$ cat src/rtl/data_mem_stage_if.sv
// Request/acknowledge data-memory port between the MEM stage and data memory.
interface data_mem_stage_if #(
   parameter int DATA_W = 64
);
   logic              mem_req;
   logic              mem_we;
   logic              mem_byte;
   logic [DATA_W-1:0] mem_addr;
   logic [DATA_W-1:0] mem_wdata;
   logic              mem_ack;
   logic [DATA_W-1:0] mem_rdata;

   modport master (
      output mem_req, mem_we, mem_byte, mem_addr, mem_wdata,
      input  mem_ack, mem_rdata
   );

   modport slave (
      input  mem_req, mem_we, mem_byte, mem_addr, mem_wdata,
      output mem_ack, mem_rdata
   );
endinterface

$ cat src/rtl/data_mem_stage.sv
// LEGv8 MEM stage: EX/MEM register, data-memory handshake FSM and MEM/WB register.
// Optional MEM_TIMEOUT_EN aborts an unacknowledged access after TIMEOUT cycles.
module data_mem_stage #(
   parameter int DATA_W  = 64,
   parameter int TIMEOUT = 15
) (
   input  logic              clk,
   input  logic              reset,
   input  logic              ex_valid,
   input  logic [DATA_W-1:0] ex_alu_result,
   input  logic [DATA_W-1:0] ex_store_data,
   input  logic              ex_mem_read,
   input  logic              ex_mem_write,
   input  logic              ex_byte,
   input  logic              ex_reg_write,
   input  logic              ex_mem_to_reg,
   input  logic [4:0]        ex_rd,
   output logic              stall,
   data_mem_stage_if.master  mem,
   output logic [DATA_W-1:0] alu_result_mem,
   output logic [4:0]        mem_rd,
   output logic              mem_reg_write,
   output logic              wb_valid,
   output logic              wb_reg_write,
   output logic [4:0]        wb_rd,
   output logic [DATA_W-1:0] wb_data,
   output logic [DATA_W-1:0] alu_result_wb,
   output logic              err_misalign
`ifdef MEM_TIMEOUT_EN
   ,
   output logic              err_timeout
`endif
);

   typedef enum logic {IDLE, ACCESS} state_t;

   state_t            state_q, state_d;
   logic              exmValid_q, exmRead_q, exmWrite_q, exmByte_q;
   logic              exmRegWrite_q, exmMemToReg_q;
   logic [DATA_W-1:0] exmAlu_q, exmStore_q;
   logic [4:0]        exmRd_q;
   logic              wbValid_q, wbValid_d, wbRegWrite_q, wbRegWrite_d;
   logic [4:0]        wbRd_q, wbRd_d;
   logic [DATA_W-1:0] wbData_q, wbData_d, wbAlu_q, wbAlu_d;
   logic              errMisalign_q, errMisalign_d;
   logic              timeoutHit, ackDone;
   logic              exStartsAccess, exmMisalign;
   logic [DATA_W-1:0] loadData;

   // Byte accesses never fault; doubleword accesses need addr[2:0] == 0.
   assign exStartsAccess = ex_valid & (ex_mem_read | ex_mem_write)
                         & (ex_byte | (ex_alu_result[2:0] == 3'b000));
   assign exmMisalign    = exmValid_q & (exmRead_q | exmWrite_q) & ~exmByte_q
                         & (exmAlu_q[2:0] != 3'b000);
   assign loadData       = exmByte_q ? {{(DATA_W-8){1'b0}}, mem.mem_rdata[7:0]}
                                     : mem.mem_rdata;
   assign ackDone        = mem.mem_req & mem.mem_ack;

`ifdef MEM_TIMEOUT_EN
   localparam int CNT_W = $clog2(TIMEOUT + 1);
   logic [CNT_W-1:0] toCnt_q, toCnt_d;
   logic             errTimeout_q, errTimeout_d;

   assign timeoutHit   = (state_q == ACCESS) && (toCnt_q == CNT_W'(TIMEOUT));
   assign toCnt_d      = stall ? toCnt_q + CNT_W'(1) : '0;
   assign errTimeout_d = errTimeout_q | timeoutHit;
   assign err_timeout  = errTimeout_q;

   always_ff @(posedge clk or negedge reset) begin
      if (!reset) begin
         toCnt_q      <= '0;
         errTimeout_q <= 1'b0;
      end else begin
         toCnt_q      <= toCnt_d;
         errTimeout_q <= errTimeout_d;
      end
   end
`else
   assign timeoutHit = 1'b0;
`endif

   always_ff @(posedge clk or negedge reset) begin
      if (!reset) state_q <= IDLE;
      else        state_q <= state_d;
   end

   always_comb begin
      state_d = state_q;
      case (state_q)
         IDLE:    if (exStartsAccess) state_d = ACCESS;
         ACCESS:  if (!stall) state_d = exStartsAccess ? ACCESS : IDLE;
         default: state_d = IDLE;
      endcase
   end

   always_comb begin
      stall         = 1'b0;
      mem.mem_req   = 1'b0;
      mem.mem_we    = 1'b0;
      mem.mem_byte  = exmByte_q;
      mem.mem_addr  = exmAlu_q;
      mem.mem_wdata = exmStore_q;
      if (state_q == ACCESS) begin
         mem.mem_req = ~timeoutHit;
         mem.mem_we  = ~timeoutHit & exmWrite_q & ~exmRead_q;
         stall       = ~timeoutHit & ~mem.mem_ack;
      end
   end

   // Every edge writes MEM/WB: a retiring instruction, or a bubble when stalled/aborted.
   always_comb begin
      wbValid_d     = 1'b0;
      wbRegWrite_d  = 1'b0;
      wbRd_d        = wbRd_q;
      wbData_d      = wbData_q;
      wbAlu_d       = wbAlu_q;
      errMisalign_d = errMisalign_q | ((state_q == IDLE) & exmMisalign);
      if (state_q == IDLE) begin
         if (exmValid_q && !exmMisalign) begin
            wbValid_d    = 1'b1;
            wbRegWrite_d = exmRegWrite_q;
            wbRd_d       = exmRd_q;
            wbData_d     = exmAlu_q;
            wbAlu_d      = exmAlu_q;
         end
      end else if (ackDone) begin
         wbValid_d    = 1'b1;
         wbRegWrite_d = exmRegWrite_q & exmRead_q;
         wbRd_d       = exmRd_q;
         wbData_d     = (exmRead_q | exmMemToReg_q) ? loadData : exmAlu_q;
         wbAlu_d      = exmAlu_q;
      end
   end

   always_ff @(posedge clk or negedge reset) begin
      if (!reset) begin
         exmValid_q    <= 1'b0;
         exmRead_q     <= 1'b0;
         exmWrite_q    <= 1'b0;
         exmByte_q     <= 1'b0;
         exmRegWrite_q <= 1'b0;
         exmMemToReg_q <= 1'b0;
         exmAlu_q      <= '0;
         exmStore_q    <= '0;
         exmRd_q       <= '0;
      end else if (!stall) begin
         exmValid_q    <= ex_valid;
         exmRead_q     <= ex_mem_read;
         exmWrite_q    <= ex_mem_write;
         exmByte_q     <= ex_byte;
         exmRegWrite_q <= ex_reg_write;
         exmMemToReg_q <= ex_mem_to_reg;
         exmAlu_q      <= ex_alu_result;
         exmStore_q    <= ex_store_data;
         exmRd_q       <= ex_rd;
      end
   end

   always_ff @(posedge clk or negedge reset) begin
      if (!reset) begin
         wbValid_q     <= 1'b0;
         wbRegWrite_q  <= 1'b0;
         wbRd_q        <= '0;
         wbData_q      <= '0;
         wbAlu_q       <= '0;
         errMisalign_q <= 1'b0;
      end else begin
         wbValid_q     <= wbValid_d;
         wbRegWrite_q  <= wbRegWrite_d;
         wbRd_q        <= wbRd_d;
         wbData_q      <= wbData_d;
         wbAlu_q       <= wbAlu_d;
         errMisalign_q <= errMisalign_d;
      end
   end

   assign alu_result_mem = exmAlu_q;
   assign mem_rd         = exmRd_q;
   assign mem_reg_write  = exmValid_q & exmRegWrite_q;
   assign wb_valid       = wbValid_q;
   assign wb_reg_write   = wbRegWrite_q;
   assign wb_rd          = wbRd_q;
   assign wb_data        = wbData_q;
   assign alu_result_wb  = wbAlu_q;
   assign err_misalign   = errMisalign_q;

endmodule

$ cat src/flat_wrapper.sv
// flat-port wrapper written by rule: the top's interface ports become plain ports
module data_mem_stage_flat 
#(
   parameter int DATA_W  = 64,
   parameter int TIMEOUT = 15
)
  (clk, reset, ex_valid, ex_alu_result, ex_store_data, ex_mem_read, ex_mem_write, ex_byte, ex_reg_write, ex_mem_to_reg, ex_rd, stall, alu_result_mem, mem_rd, mem_reg_write, wb_valid, wb_reg_write, wb_rd, wb_data, alu_result_wb, err_misalign, mem_mem_req, mem_mem_we, mem_mem_byte, mem_mem_addr, mem_mem_wdata, mem_mem_ack, mem_mem_rdata);
  data_mem_stage_if #(.DATA_W(DATA_W)) mem_i ();
  input  logic clk;
  input  logic reset;
  input  logic ex_valid;
  input  logic [DATA_W-1:0] ex_alu_result;
  input  logic [DATA_W-1:0] ex_store_data;
  input  logic ex_mem_read;
  input  logic ex_mem_write;
  input  logic ex_byte;
  input  logic ex_reg_write;
  input  logic ex_mem_to_reg;
  input  logic [4:0] ex_rd;
  output logic stall;
  output logic [DATA_W-1:0] alu_result_mem;
  output logic [4:0] mem_rd;
  output logic mem_reg_write;
  output logic wb_valid;
  output logic wb_reg_write;
  output logic [4:0] wb_rd;
  output logic [DATA_W-1:0] wb_data;
  output logic [DATA_W-1:0] alu_result_wb;
  output logic err_misalign;
  output wire logic [$bits(mem_i.mem_req)-1:0] mem_mem_req;
  output wire logic [$bits(mem_i.mem_we)-1:0] mem_mem_we;
  output wire logic [$bits(mem_i.mem_byte)-1:0] mem_mem_byte;
  output wire logic [$bits(mem_i.mem_addr)-1:0] mem_mem_addr;
  output wire logic [$bits(mem_i.mem_wdata)-1:0] mem_mem_wdata;
  input wire logic [$bits(mem_i.mem_ack)-1:0] mem_mem_ack;
  input wire logic [$bits(mem_i.mem_rdata)-1:0] mem_mem_rdata;
  assign mem_mem_req = mem_i.mem_req;
  assign mem_mem_we = mem_i.mem_we;
  assign mem_mem_byte = mem_i.mem_byte;
  assign mem_mem_addr = mem_i.mem_addr;
  assign mem_mem_wdata = mem_i.mem_wdata;
  assign mem_i.mem_ack = mem_mem_ack;
  assign mem_i.mem_rdata = mem_mem_rdata;
  data_mem_stage #(.DATA_W(DATA_W), .TIMEOUT(TIMEOUT)) u_core (.clk(clk), .reset(reset), .ex_valid(ex_valid), .ex_alu_result(ex_alu_result), .ex_store_data(ex_store_data), .ex_mem_read(ex_mem_read), .ex_mem_write(ex_mem_write), .ex_byte(ex_byte), .ex_reg_write(ex_reg_write), .ex_mem_to_reg(ex_mem_to_reg), .ex_rd(ex_rd), .stall(stall), .mem(mem_i), .alu_result_mem(alu_result_mem), .mem_rd(mem_rd), .mem_reg_write(mem_reg_write), .wb_valid(wb_valid), .wb_reg_write(wb_reg_write), .wb_rd(wb_rd), .wb_data(wb_data), .alu_result_wb(alu_result_wb), .err_misalign(err_misalign));
endmodule
$ cat config.mk
export PLATFORM = sky130hd
export DESIGN_NAME = data_mem_stage_flat
export DESIGN_NICKNAME = d
export VERILOG_FILES = /design/src/rtl/data_mem_stage_if.sv /design/src/rtl/data_mem_stage.sv /design/src/flat_wrapper.sv
export SDC_FILE = /design/constraint.sdc
export NUM_CORES = 1
export LEC_CHECK = 0
export CAP_MARGIN = 20
export CORE_AREA = 3 3 209 211
export DETAILED_ROUTE_END_ITERATION = 12
export DIE_AREA = 0 0 212 214
export PLACE_DENSITY = 0.69
export RECOVER_POWER = 100
export SYNTH_ARGS = -nofsm -noshare
export SYNTH_HDL_FRONTEND = slang
export SYNTH_SLANG_ARGS = --single-unit
$ cat constraint.sdc
create_clock -name clk -period 1.74 [get_ports clk]
set_clock_uncertainty 0.2 [all_clocks]
set_input_delay 0.174 -clock clk [delete_from_list [all_inputs] [get_ports clk]]
set_output_delay 0.174 -clock clk [all_outputs]
set_load 0.005 [all_outputs]
==> flow_metrics.env <==
export IMPL_violations="negative setup slack"
export IMPL_vias_per_cell=4.48
export IMPL_cp_startpoint="u_core.exmRead_q"
export IMPL_yosys_warnings=0
export IMPL_dpl_hpwl_um=30300
export IMPL_min_path_type="primary input to flop"
export IMPL_synth_mux_area_frac=0.201
export IMPL_slew_viol_final=0
export IMPL_status="complete, but fails checks"
export IMPL_clock_path_buffers=3
export IMPL_netlist_top_cells_area="dfrtp_1 (57%), nand2_1 (13%), mux2_2 (13%), mux2_4 (7.3%), buf_4 (3.9%)"
export IMPL_cp_cell_sequence="buf_6, o21a_4, buf_4, clkbuf_16, mux2_2, mux2_2"
export IMPL_synth_xor_area_frac=0
export IMPL_ys_ff_latch=276
export IMPL_dieArea_um2=45400
export IMPL_dieHeight_um=214
export IMPL_rsz0062_at_grt="yes"
export IMPL_firstDrtPassIters=4
export IMPL_crit_top_cell="mux2_2"
export IMPL_synth_top_family_by_area="multiplexers"
export IMPL_synth_edf_count=0
export IMPL_preCtsSetupSlack_ns=-0.333
export IMPL_gp_congestion=0.840
export IMPL_crit_path_end_kind="flop"
export IMPL_synth_compound_area_share=0.00411
export IMPL_synthAdderAreaFrac=0
export IMPL_drv_cap=0
export IMPL_fin_crit_sh=1.13
export IMPL_syn_cell_area_um2=12200
export IMPL_async_flop_share=1.00
export IMPL_clk_latency_ns=0.58
export IMPL_cts_tree="done"
export IMPL_critical_path_arrival_ns=2.23
export IMPL_wl_per_cell_um=19.5
export IMPL_antenna_left=0
export IMPL_reg2reg_depth=6
export IMPL_grt_max_degree=62
export IMPL_synth_cell_types=23
export IMPL_synth_simple_area_share=0.163
export IMPL_clk_pin_slew_ns=0.06
export IMPL_crit_family="multiplexers"
export IMPL_totalWireLength_um=48200
export IMPL_crit_cells=6
export IMPL_cp_max_fo=7
export IMPL_rr_startpoint="u_core.exmRead_q"
export IMPL_io_buffers=543
export IMPL_tns_ns=-36.11
export IMPL_antenna_cells=0
export IMPL_finalNetCount=2124
export IMPL_fin_total_pwr_mw=22.6
export IMPL_cts_buffers=31
export IMPL_p_leak_nw=10.6
export IMPL_drc=0
export IMPL_area_delta_synth_final_pct=78.4
export IMPL_grt_pass1_wl_um=69800
export IMPL_overflow=0
export IMPL_first_global_vias=11700
export IMPL_path_class="flop to flop"
export IMPL_clock_root_buffer="clkbuf_16"
export IMPL_setup_viol=277
export IMPL_drtIter0Drc=587
export IMPL_synth_top_area_cell="dfrtp_1"
export IMPL_avgSynthCellArea_um2=11.2
export IMPL_highest_layer="met4"
export IMPL_yosysMostFrequentCell="nand2_1"
export IMPL_crit_path_end="u_core.wb_data[29]"
export IMPL_layout_drive_gt1_share=0.284
export IMPL_max_freq_mhz=507
export IMPL_final_cells=2475
export IMPL_fin_crit_ns=1.97
export IMPL_start_util=0.290
export IMPL_wl_met1_um=18600
export IMPL_r2r_end="u_core.wb_data[29]"
export IMPL_h_tree_depth=1
export IMPL_syn_num_nets=1294
export IMPL_fin_ws_ns=-0.233
export IMPL_cp_num_buf_inv=3
export IMPL_die_w_um=212
export IMPL_wl_met2_um=24500
export IMPL_ir_drop_uv=781
export IMPL_power_density_nw_per_um2=1040
export IMPL_grt_total_usage=0.195
export IMPL_slew_headroom=0.580
export IMPL_ios=544
export IMPL_slowest_stage="dfrtp_1"
export IMPL_netlist_area_leader_share=0.568
export IMPL_worstMarginPinSlew_ns=0.629
export IMPL_synthTopCellsByCount="nand2_1 (419), dfrtp_1 (276), mux2_2 (139)"
export IMPL_finalHoldViolations=0
export IMPL_required_ns=2.00
export IMPL_ys_seq_area_frac=0.568
export IMPL_cpPeakStageDelay_ns=0.40
export IMPL_dp_cells=2119
export IMPL_antenna_found_initial=0
export IMPL_synth_ff_type="dfrtp_1"
export IMPL_rows=75
export IMPL_vias=11100
export IMPL_cts_sinks=276
export IMPL_worstSetupStartpointType="flop"
export IMPL_core_area_um2=41900
export IMPL_dr_wl_met3_um=3640
export IMPL_ff2ff_setup_slack_ns=-0.23
export IMPL_syn_inst=1088
[logic make-up (layout without fill, tap and decap cells)]
group / after synthesis / after routing
buf+inv: 124 / 972
compound gates: 6 / 6
simple gates: 484 / 484
mux: 198 / 198
flops: 276 / 276
[worst min-delay path by stage]
stage                              from                  endpoint  slack (ns)  cells past startpoint
after floorplan                   reset  u_core.alu_result_mem[0]       -0.32                      0
after global placement            reset        u_core.wb_data[36]       -0.04                      1
after detailed placement          reset        u_core.wb_data[36]       -0.04                      1
after CTS                 ex_mem_to_reg      u_core.exmMemToReg_q       0.009                      3
after global routing      ex_mem_to_reg      u_core.exmMemToReg_q        0.03                      3
final                     ex_mem_to_reg      u_core.exmMemToReg_q        0.02                      3
[layer usage]
metal  vias up  track usage
met4         0       0.0525
li1       5096            -
met1      5464        0.233
met5         -            0
met3        89       0.0453
met2       450        0.350
[sequential cells by signal (all words and copies together) (netlist names), 5 cells and up]
register and flops:
u_core.wb_rd 5, u_core.alu_result_wb 64, u_core.mem_rd 5, u_core.alu_result_mem 64
u_core.wb_data 64, u_core.mem.mem_wdata 64
[repair_timing]
| action | in CTS | in global routing |
|---|---|---|
| cloned | 1 | 8 |
| hold buffers | 133 | 0 |
| endpoints found under the hold margin | 407 | 0 |
| setup endpoints to repair | 471 | 207 |
| pin swaps | 0 | 2 |
| resized for setup | 441 | 106 |
| setup buffers | 129 | 41 |
[layout by cell type (no fill, tap or decap), types with 36 or more instances in the layout]
master,Yosys,layout
dlygate4sd2_1,0,259
clkbuf_2,0,36
nand2_1,419,418
mux2_4,59,69
buf_4,64,134
nor2b_1,48,48
clkbuf_16,0,38
clkdlybuf4s50_1,0,204
dfrtp_1,276,243
buf_6,7,46
dlygate4sd3_1,0,133
mux2_2,139,129
[worst min-delay path, stage by stage]
cell             delay (ns)
clkdlybuf4s50_1        0.45
nand2_1                0.09
nand2_1                0.05
[area by class of cell]
class,instances,area (um^2)
Clock buffer,43,881
Clock inverter,8,123
Fill cell,3564,20200
Inverter,1,6.26
Multi-Input combinational cell,688,4570
Sequential cell,276,6950
Tap cell,539,674
Timing Repair Buffer,920,8500
[power breakdown]
part	switching, mW	total [mW]	internal (mW)
Combinational	2.91	7.47	4.56
Sequential	0.828	8.62	7.79
Clock	2.63	6.56	3.93
Total	6.37	22.6	16.3
[per-stage QoR]
stage               area, um^2  hold slack [ns]   util
floorplan                12200           -0.322      -
global placement         18300          -0.0425  0.437
detailed placement       18300          -0.0371  0.437
CTS                      21400          0.00873  0.511
global route             21700           0.0275  0.517
finish                   21700           0.0226  0.517
Power figures use the tool's default switching activity.
